### config.mk
export PLATFORM = sky130hd
export DESIGN_NAME = coord_sched_ctrl
export DESIGN_NICKNAME = d
export VERILOG_FILES = /design/src/rtl/coord_pkg.sv /design/src/rtl/coord_pair_counter.sv /design/src/rtl/coord_sched_ctrl.sv
export SDC_FILE = /design/constraint.sdc
export NUM_CORES = 1
export LEC_CHECK = 0
export BUFFER_PORTS_ARGS = -buffer_cell sky130_fd_sc_hd__clkbuf_2
export CORE_MARGIN = 4
export CORE_UTILIZATION = 61
export CTS_BUF_LIST = sky130_fd_sc_hd__clkbuf_8
export DETAILED_ROUTE_END_ITERATION = 16
export PLACE_DENSITY = 0.87
export SYNTH_ARGS = -nofsm -noshare
export SYNTH_HDL_FRONTEND = slang
export SYNTH_SLANG_ARGS = --single-unit
### constraint.sdc
create_clock -name clk -period 6.9 [get_ports clk]
set_clock_uncertainty 0.15 [all_clocks]
set_input_delay 1.38 -clock clk [delete_from_list [all_inputs] [get_ports clk]]
set_output_delay 1.38 -clock clk [all_outputs]
set_load 0.05 [all_outputs]
### src/rtl/coord_pkg.sv
// Shared types and helpers for the sparse-convolution coordinate sequencer.
package coord_pkg;

    typedef enum logic [2:0] {
        IDLE,
        CHECK,
        ISSUE,
        DRAIN,
        FIN
    } coord_sched_state_t;

    localparam logic [3:0] BW_16LANE = 4'd1;
    localparam logic [3:0] BW_8LANE  = 4'd2;
    localparam logic [3:0] BW_4LANE  = 4'd3;

    // Lanes per chunk for a precision mode; 0 marks an illegal mode.
    function automatic logic [4:0] lanes_for_bw(input logic [3:0] bitwidth);
        case (bitwidth)
            BW_16LANE: lanes_for_bw = 5'd16;
            BW_8LANE:  lanes_for_bw = 5'd8;
            BW_4LANE:  lanes_for_bw = 5'd4;
            default:   lanes_for_bw = 5'd0;
        endcase
    endfunction

endpackage

### src/rtl/coord_pair_counter.sv
// Nested weight/activation chunk counter. Activation index is the inner
// (fast) loop; the weight index advances when the activation index wraps.
// Neither index steps past its count, so no wrap at 2^CNT_W.
module coord_pair_counter
    import coord_pkg::*;
#(
    parameter int CNT_W = 8
) (
    input  logic             clk,
    input  logic             reset_n,
    input  logic             clear,
    input  logic             advance,
    input  logic [CNT_W-1:0] num_w,
    input  logic [CNT_W-1:0] num_a,
    output logic [CNT_W-1:0] w_cnt,
    output logic [CNT_W-1:0] a_cnt,
    output logic             last_pair
);

    logic a_last;
    logic w_last;

    assign a_last    = (a_cnt == num_a - CNT_W'(1));
    assign w_last    = (w_cnt == num_w - CNT_W'(1));
    assign last_pair = a_last && w_last;

    // Step the pair in weight-major order on each accepted issue.
    always_ff @(posedge clk) begin
        if (!reset_n) begin
            w_cnt <= '0;
            a_cnt <= '0;
        end else if (clear) begin
            w_cnt <= '0;
            a_cnt <= '0;
        end else if (advance) begin
            if (a_last) begin
                a_cnt <= '0;
                if (!w_last) begin
                    w_cnt <= w_cnt + CNT_W'(1);
                end
            end else begin
                a_cnt <= a_cnt + CNT_W'(1);
            end
        end
    end

endmodule

### src/rtl/coord_sched_ctrl.sv
// Coordinate sequencer: walks weight x activation chunk pairs for one tile,
// waits for the datapath to drain, then pulses done.
// Optional: COORD_SCHED_PERF_EN adds stall / accepted-issue counters.
//
// state | meaning
// IDLE  | waiting for start, config latched on start
// CHECK | validate config, prime counters and lane count
// ISSUE | present pair, advance on valid && ready
// DRAIN | down-count datapath latency after the last issue
// FIN   | one-cycle done pulse
module coord_sched_ctrl
    import coord_pkg::*;
#(
    parameter int CNT_W     = 8,
    parameter int DRAIN_CYC = 2
) (
    input  logic             clk,
    input  logic             reset_n,
    input  logic             start,
    input  logic [3:0]       bitwidth,
    input  logic [CNT_W-1:0] num_w_chunks,
    input  logic [CNT_W-1:0] num_a_chunks,
    output logic             issue_valid,
    input  logic             issue_ready,
    output logic [CNT_W-1:0] issue_w_idx,
    output logic [CNT_W-1:0] issue_a_idx,
    output logic             issue_a_restart,
    output logic [4:0]       issue_lanes,
`ifdef COORD_SCHED_PERF_EN
    output logic [31:0]      perf_stall_cnt,
    output logic [31:0]      perf_issue_cnt,
`endif
    output logic             busy,
    output logic             done,
    output logic             cfg_err
);

    // DRAIN_CYC of 0 behaves as 1: the drain state always lasts at least a cycle.
    localparam int DRAIN_W      = (DRAIN_CYC > 1) ? $clog2(DRAIN_CYC) : 1;
    localparam int DRAIN_LOAD_I = (DRAIN_CYC > 1) ? DRAIN_CYC - 1 : 0;
    localparam logic [DRAIN_W-1:0] DRAIN_LOAD = DRAIN_W'(DRAIN_LOAD_I);

    coord_sched_state_t state, state_nxt;

    logic [3:0]         bw_q;
    logic [CNT_W-1:0]   num_w_q;
    logic [CNT_W-1:0]   num_a_q;
    logic [4:0]         lanes_q;
    logic [DRAIN_W-1:0] drain_cnt;

    logic               clear_cnt;
    logic               load_lanes;
    logic               fire;
    logic               last_pair;
    logic               start_acc;
    logic [CNT_W-1:0]   w_cnt;
    logic [CNT_W-1:0]   a_cnt;

    assign start_acc = (state == IDLE) && start;
    assign fire      = (state == ISSUE) && issue_ready;

    coord_pair_counter #(
        .CNT_W (CNT_W)
    ) u_pair_cnt (
        .clk       (clk),
        .reset_n   (reset_n),
        .clear     (clear_cnt),
        .advance   (fire),
        .num_w     (num_w_q),
        .num_a     (num_a_q),
        .w_cnt     (w_cnt),
        .a_cnt     (a_cnt),
        .last_pair (last_pair)
    );

    // State register.
    always_ff @(posedge clk) begin
        if (!reset_n) begin
            state <= IDLE;
        end else begin
            state <= state_nxt;
        end
    end

    // Next-state decode and per-state outputs.
    always_comb begin
        state_nxt   = state;
        issue_valid = 1'b0;
        done        = 1'b0;
        cfg_err     = 1'b0;
        clear_cnt   = 1'b0;
        load_lanes  = 1'b0;
        busy        = (state != IDLE);
        case (state)
            IDLE: begin
                if (start) begin
                    state_nxt = CHECK;
                end
            end
            CHECK: begin
                if (lanes_for_bw(bw_q) == 5'd0) begin
                    cfg_err   = 1'b1;
                    state_nxt = IDLE;
                end else if (num_w_q == '0 || num_a_q == '0) begin
                    state_nxt = FIN;
                end else begin
                    clear_cnt  = 1'b1;
                    load_lanes = 1'b1;
                    state_nxt  = ISSUE;
                end
            end
            ISSUE: begin
                issue_valid = 1'b1;
                if (issue_ready && last_pair) begin
                    state_nxt = DRAIN;
                end
            end
            DRAIN: begin
                if (drain_cnt == '0) begin
                    state_nxt = FIN;
                end
            end
            FIN: begin
                done      = 1'b1;
                state_nxt = IDLE;
            end
            default: begin
                state_nxt = IDLE;
            end
        endcase
    end

    assign issue_w_idx     = issue_valid ? w_cnt : '0;
    assign issue_a_idx     = issue_valid ? a_cnt : '0;
    assign issue_a_restart = issue_valid && (a_cnt == '0);
    assign issue_lanes     = lanes_q;

    // Tile config latch, lane count and drain timer.
    always_ff @(posedge clk) begin
        if (!reset_n) begin
            bw_q      <= '0;
            num_w_q   <= '0;
            num_a_q   <= '0;
            lanes_q   <= '0;
            drain_cnt <= '0;
        end else begin
            if (start_acc) begin
                bw_q    <= bitwidth;
                num_w_q <= num_w_chunks;
                num_a_q <= num_a_chunks;
            end
            if (load_lanes) begin
                lanes_q <= lanes_for_bw(bw_q);
            end
            if (fire && last_pair) begin
                drain_cnt <= DRAIN_LOAD;
            end else if (state == DRAIN && drain_cnt != '0) begin
                drain_cnt <= drain_cnt - DRAIN_W'(1);
            end
        end
    end

`ifdef COORD_SCHED_PERF_EN
    // Saturating stall / accepted-issue counters, cleared per tile.
    always_ff @(posedge clk) begin
        if (!reset_n || start_acc) begin
            perf_stall_cnt <= '0;
            perf_issue_cnt <= '0;
        end else begin
            if (state == ISSUE && !issue_ready && !(&perf_stall_cnt)) begin
                perf_stall_cnt <= perf_stall_cnt + 32'd1;
            end
            if (fire && !(&perf_issue_cnt)) begin
                perf_issue_cnt <= perf_issue_cnt + 32'd1;
            end
        end
    end
`endif

endmodule

==> results of run 1 <==
[synth_stat cells (2+ instances only)]
master	number
o2111ai_1	3
mux2i_1	3
nand2_1	62
xnor2_1	11
buf_6	2
a21bo_1	2
nor2_1	22
xor2_1	15
nand2b_1	2
or3_1	3
nand3b_1	5
clkbuf_1	17
nor4_1	5
nand4_1	7
and3_1	22
or2_2	2
buf_4	2
ha_1	7
a31oi_1	2
inv_2	2
and2_1	3
dfxtp_1	43
nor3_1	7
nand3_1	5
a211o_1	3
o21ai_0	4
nor3b_1	4
inv_1	11
a21oi_1	32
[layout by cell type (no fill, tap or decap), types with 4 or more instances in the layout]
| master | count |
|---|---|
| nand2_1 | 62 |
| clkbuf_2 | 47 |
| dfxtp_1 | 43 |
| a21oi_1 | 32 |
| nor2_1 | 22 |
| and3_1 | 22 |
| xor2_1 | 15 |
| inv_1 | 11 |
| xnor2_1 | 11 |
| nand4_1 | 7 |
| ha_1 | 7 |
| nor3_1 | 6 |
| clkbuf_8 | 6 |
| nor4_1 | 5 |
| nand3_1 | 5 |
| nand3b_1 | 5 |
| o21ai_0 | 4 |
| nor3b_1 | 4 |
[worst paths after layout]
| check | endpoint | slack [ps] | cells past startpoint |
|---|---|---|---|
| worst max-delay path | issue_a_restart | 2900 | 5 |
| worst min-delay path | bw_q[3] | 310 | 2 |
| worst max register to register | u_pair_cnt.w_cnt[3] | 3810 | 9 |
| worst min register to register | bw_q[3] | 310 | 2 |
[power breakdown]
group	switching (W)	internal, W	leakage, nW	total (W)
sequential	0.0000110	0.000256	0.350	0.000267
clock	0.0000832	0.0000786	0.0470	0.000162
combinational	0.0000514	0.0000337	0.836	0.0000852
total	0.000146	0.000369	1.23	0.000514
[per-stage QoR]
step | power (W) | util, %
finish | 0.0005141 | 70.35
floorplan | 0.0003387 | -
global placement | 0.0003550 | 68.15
detailed placement | 0.0003577 | 68.15
CTS | 0.0005171 | 70.35
global route | 0.0005371 | 70.35
[registers in the layout, summed over array words and instances (netlist names)]
name	cells
num_a_q	8
u_pair_cnt.a_cnt	8
state	3
issue_lanes	3
drain_cnt	1
num_w_q	8
bw_q	4
u_pair_cnt.w_cnt	8
[logic make-up after synthesis]
family,synth area share [%]
AOI/OAI and AO/OA,13.16
buffers and inverters,6.153
muxes,1.651
DFF,34.42
and+or+nand+nor,31.87
other,0.1499
adders and majority gates,3.502
xor gates and xnor gates,9.105
[routing by layer]
layer / GRT usage (%) / wire length (um)
met2: 40.61 / 2786
met3: 4.709 / 226
met4: 5.219 / 58
met5: 0 / 0
met1: 26.97 / 2389
[worst max-delay path: stages (launching register included)]
cell and delay (ps):
dfxtp_1 480, nor2b_1 850, and2_1 290, nand2_1 70
nor4_1 170, clkbuf_2 320
[cell type report]
class / instances / area, sq um / share of cell area (%)
Inverter: 14 / 52.55 / 1.881
Clock inverter: 1 / 5.005 / 0.1791
Clock buffer: 6 / 82.58 / 2.956
Timing Repair Buffer: 47 / 235.2 / 8.419
Sequential cell: 43 / 860.8 / 30.81
Multi-Input combinational cell: 249 / 1495 / 53.52
Tap cell: 50 / 62.56 / 2.239
==> impl_results.md, run 1 <==
* Outcome: finished clean
* GPL Wtd Cong at 0.8319
* Min Tclk post-route at 4003 ps
* DRC viols at 0
* Ranking of synthesized cells by area: dfxtp_1, nand2_1, a21oi_1, and3_1, xor2_1
* Final number of setup-violating endpoints at 0
* Nets at 391
* Highest ir drop seen on vdd at 0.1789 mV
* PnR worst setup slack at 2897 ps
* Data required, critical path at 5370 ps
* Post-Route WL at 5460 um
* Synth warn at 0
* Global route overflow at 0
* Largest net degree at the start of global routing at 28
* Synth cell types at 47
* Crit. End Element: output pin
* Area grow syn2layout at 11.71%
* Sum Neg Setup Slack at 0 ps
* DIE HEIGHT at 72.04 um
* Vias/cell at 5.605
* Sequential area share after synthesis at 34.42%
* Post-synth EDFFs at 0
* Post-DP HPWL at 4039 um
* Final period util at 58.02%
* Share of the synthesized area in the top cell type at 34.42%
* RR Startpoint: num_a_q[0]
* Most used flip-flop cell after synthesis: dfxtp_1
* H-tree depth at 2
* Worst hold path type: reg -> reg
* Pre-CTS WS at 3247 ps
* Fin Hold WS at 311.0 ps
* Clock sink count at 43
* Fmax at 249.8 MHz
* Initial Util at 62.98%
* Port bufs at 47
* CTS clock-pin slew for the worst setup and hold paths at 80 ps
* Async set or reset register ratio after synthesis at 0%
* FF+latch count, synth at 43
* Die ar. at 5189 sq um
* Layout cell share with drive strength beyond 1 at 17.50%
* Cell Area, Placed at 2706 sq um
* Die Width at 72.04 um
* Leak at 1.233 nW
* Crit path from: state[1]
* CP startpoint kind: flop
* Setup Fix Bufs, Post-CTS at 0
* Post-Synthesis Cells at 326
* Ports at 50
* Worst-Skew Late Latency at 300 ps
* DRT Pass-1 Iters at 4
* Filler instances at 350
* CTS root buf: clkbuf_8
* Post-route antenna net violation count at 0
* RSZ-0062 raised after global routing: false
* Crit path kind: reg -> out
* Pins Over Slew Limit at 0
* Core Region at 3971 sq um
* Total number of vias at 2298
* Clock Path Buffers at 2
* ANT cells at 0
* Crit path max fanout at 20
* Mapped Area at 2501 sq um
* Initial DRC count at 149
* Antenna violations before repair at 0
* Final Cell Area at 2794 sq um
* Cell Pwr Density at 184.0 nW/um^2
* Slew at the pin closest to its max-slew limit at 1148 ps
* WL/cell at 13.32 um
* Final hold violation count at 0
* Placed Cells at 403
* Hold Path Origin: bw_q[3]
* CTS tree: built
* Gr usage total at 22.39%
* Arrival @ worst endpoint at 2470 ps
* Std cell rows at 23
* Dominant cell type by area after synthesis: dfxtp_1
* CTS buffer count at 5
* Worst slew margin at 23.04%
* # hold bufs at CTS at 0
* Resized Gates After CTS at 0
* Max-cap violation count at 0
* Average cell area after synthesis at 7.672 sq um
* Vias in the first global route at 2160
* First-pass GRT wire length at 9515 um
* Layout Cells excl Fill at 410
No activity file was read; power rests on OpenSTA's default activity.
==> inputs of run 2 (changes only) <==
- CORE_UTILIZATION: 61 -> 57
- PLACE_DENSITY: 0.87 -> 0.82
- clock period: 6.9 -> 3.84 ns (I/O delays scaled with it)
==> run 2 against run 1 <==
Net effect: register-to-register slack worse by 3000 ps; routed wire length increased by 4.0%; clock power rose by 79%; final area rose by 0.54%; critical path type is now reg -> reg.
==> impl_results.md, run 2 (synthesized netlist as in run 1, its figures left out) <==
* Die ar. at 5512 sq um
* First-pass GRT wire length at 9722 um
* H-tree depth at 2
* Cell Pwr Density at 330.0 nW/um^2
* Vias/cell at 5.600
* Pins Over Slew Limit at 0
* Slew at the pin closest to its max-slew limit at 708.4 ps
* CP startpoint kind: flop
* Resized Gates After CTS at 0
* Hold Path Origin: bw_q[2]
* R2R Setup Slk at 830 ps
* Sum Neg Setup Slack at 0 ps
* Post-route antenna net violation count at 0
* Data required, critical path at 3870 ps
* Multi-input logic area at 1495 sq um
* Crit. End Element: flop
* GPL Wtd Cong at 0.8133
* DRT Pass-1 Iters at 4
* Nets at 393
* Commonest non-fill, non-tap cell in the layout: nand2_1
* Layout cell share with drive strength beyond 1 at 17.96%
* CTS clock-pin slew for the worst setup and hold paths at 80 ps
* R2R cell count at 9
* Post-Route WL at 5678 um
* Total number of vias at 2307
* Setup Fix Bufs, Post-CTS at 0
* WL/cell at 13.78 um
* Worst hold path type: reg -> reg
* Gr usage total at 22.25%
* Worst-Skew Late Latency at 290 ps
* Final hold violation count at 0
* Initial Util at 60.78%
* Fmax at 332.4 MHz
* Max-cap violation count at 0
* RSZ-0062 raised after global routing: false
* Outcome: finished clean
* Largest net degree at the start of global routing at 28
* Std cell rows at 23
* Global route overflow at 0
* Highest ir drop seen on vdd at 0.2224 mV
* Initial DRC count at 94
* Die Width at 74.24 um
* Clock Path Buffers at 2
* Most frequent cells in the layout: nand2_1, clkbuf_2, dfxtp_1
* Register area at 860.8 sq um
* Vias in the first global route at 2086
* Worst slew margin at 52.64%
* Crit path max fanout at 12
* Filler instances at 364
* Final period util at 78.35%
* Port bufs at 47
* Area grow syn2layout at 12.31%
* Core Region at 4115 sq um
* Ports at 50
* Hold Path Depth at 2
* Post-DP HPWL at 4174 um
* Crit path kind: reg -> reg
* CTS tree: built
* Final Core Density at 68.26%
* Min Tclk post-route at 3009 ps
* ANT cells at 0
* Clock sink count at 43
* RR Startpoint: num_a_q[0]
* DIE HEIGHT at 74.24 um
* DRC viols at 0
* Final number of setup-violating endpoints at 0
* Reg-to-Reg End: u_pair_cnt.w_cnt[3]
* GRT busiest layer: met2
* Met1 Track Usage GR at 29.91%
* # hold bufs at CTS at 0
* CTS root buf: clkbuf_8
* M2 GR Usage at 36.32%
* Antenna violations before repair at 0
* CTS buffer count at 5
* Hold EP: bw_q[2]
* Leak at 1.244 nW
* Arrival @ worst endpoint at 3040 ps
* Grt met3 use at 3.784%
run 2: final cells by class:
class | count | share of cell area, %
clock buffer | 6 | 2.940
clock inverter | 1 | 0.1782
inverter | 14 | 1.871
multi-input combinational | 249 | 53.23
sequential | 43 | 30.65
tap | 50 | 2.227
timing repair buffer | 49 | 8.909
run 2: metal layers:
metal / wire length [um] / part of all wire, %
met4: 74 / 1.3
met1: 2662 / 47
met5: 0 / 0
met3: 299 / 5.3
met2: 2642 / 47
run 2: worst max-delay path by stage:
stage	start	endpoint	slack, ps	depth (start not counted)
6_report	num_a_q[0]	u_pair_cnt.w_cnt[3]	830	9
3_3_place_gp	num_a_q[0]	u_pair_cnt.w_cnt[3]	940	9
5_1_grt	num_a_q[0]	u_pair_cnt.w_cnt[3]	570	9
2_1_floorplan	state[1]	issue_a_restart	200	5
4_1_cts	num_a_q[0]	u_pair_cnt.w_cnt[3]	840	9
3_5_place_dp	num_a_q[0]	u_pair_cnt.w_cnt[3]	850	9
run 2: through the flow:
stage / hold WS, ps / power [W] / area (sq um) / instances / worst slack, ps
2_1_floorplan: 286.3 / 0.0006086 / 2505 / 327 / 202.0
3_3_place_gp: 292.8 / 0.0006409 / 2721 / 405 / 943.4
3_5_place_dp: 299.3 / 0.0006463 / 2721 / 405 / 849.1
4_1_cts: 311.4 / 0.0009296 / 2809 / 412 / 844.1
5_1_grt: 326.9 / 0.0009716 / 2809 / 412 / 573.2
6_report: 310.1 / 0.0009270 / 2809 / 412 / 831.3
run 2: critical path, cell delays in order, from the launching register on:
cell     delay (ps)
dfxtp_1         350
inv_1           100
ha_1            210
nor3b_1         390
o21ai_0         140
a31o_1          230
a211o_1         350
nor4_4          640
nand4_1         190
mux2i_1         150
run 2: report_power, final:
group          internal [W]  total [W]  switching [W]
sequential         0.000460   0.000481      0.0000203
clock              0.000141   0.000290       0.000149
combinational     0.0000619   0.000156      0.0000945
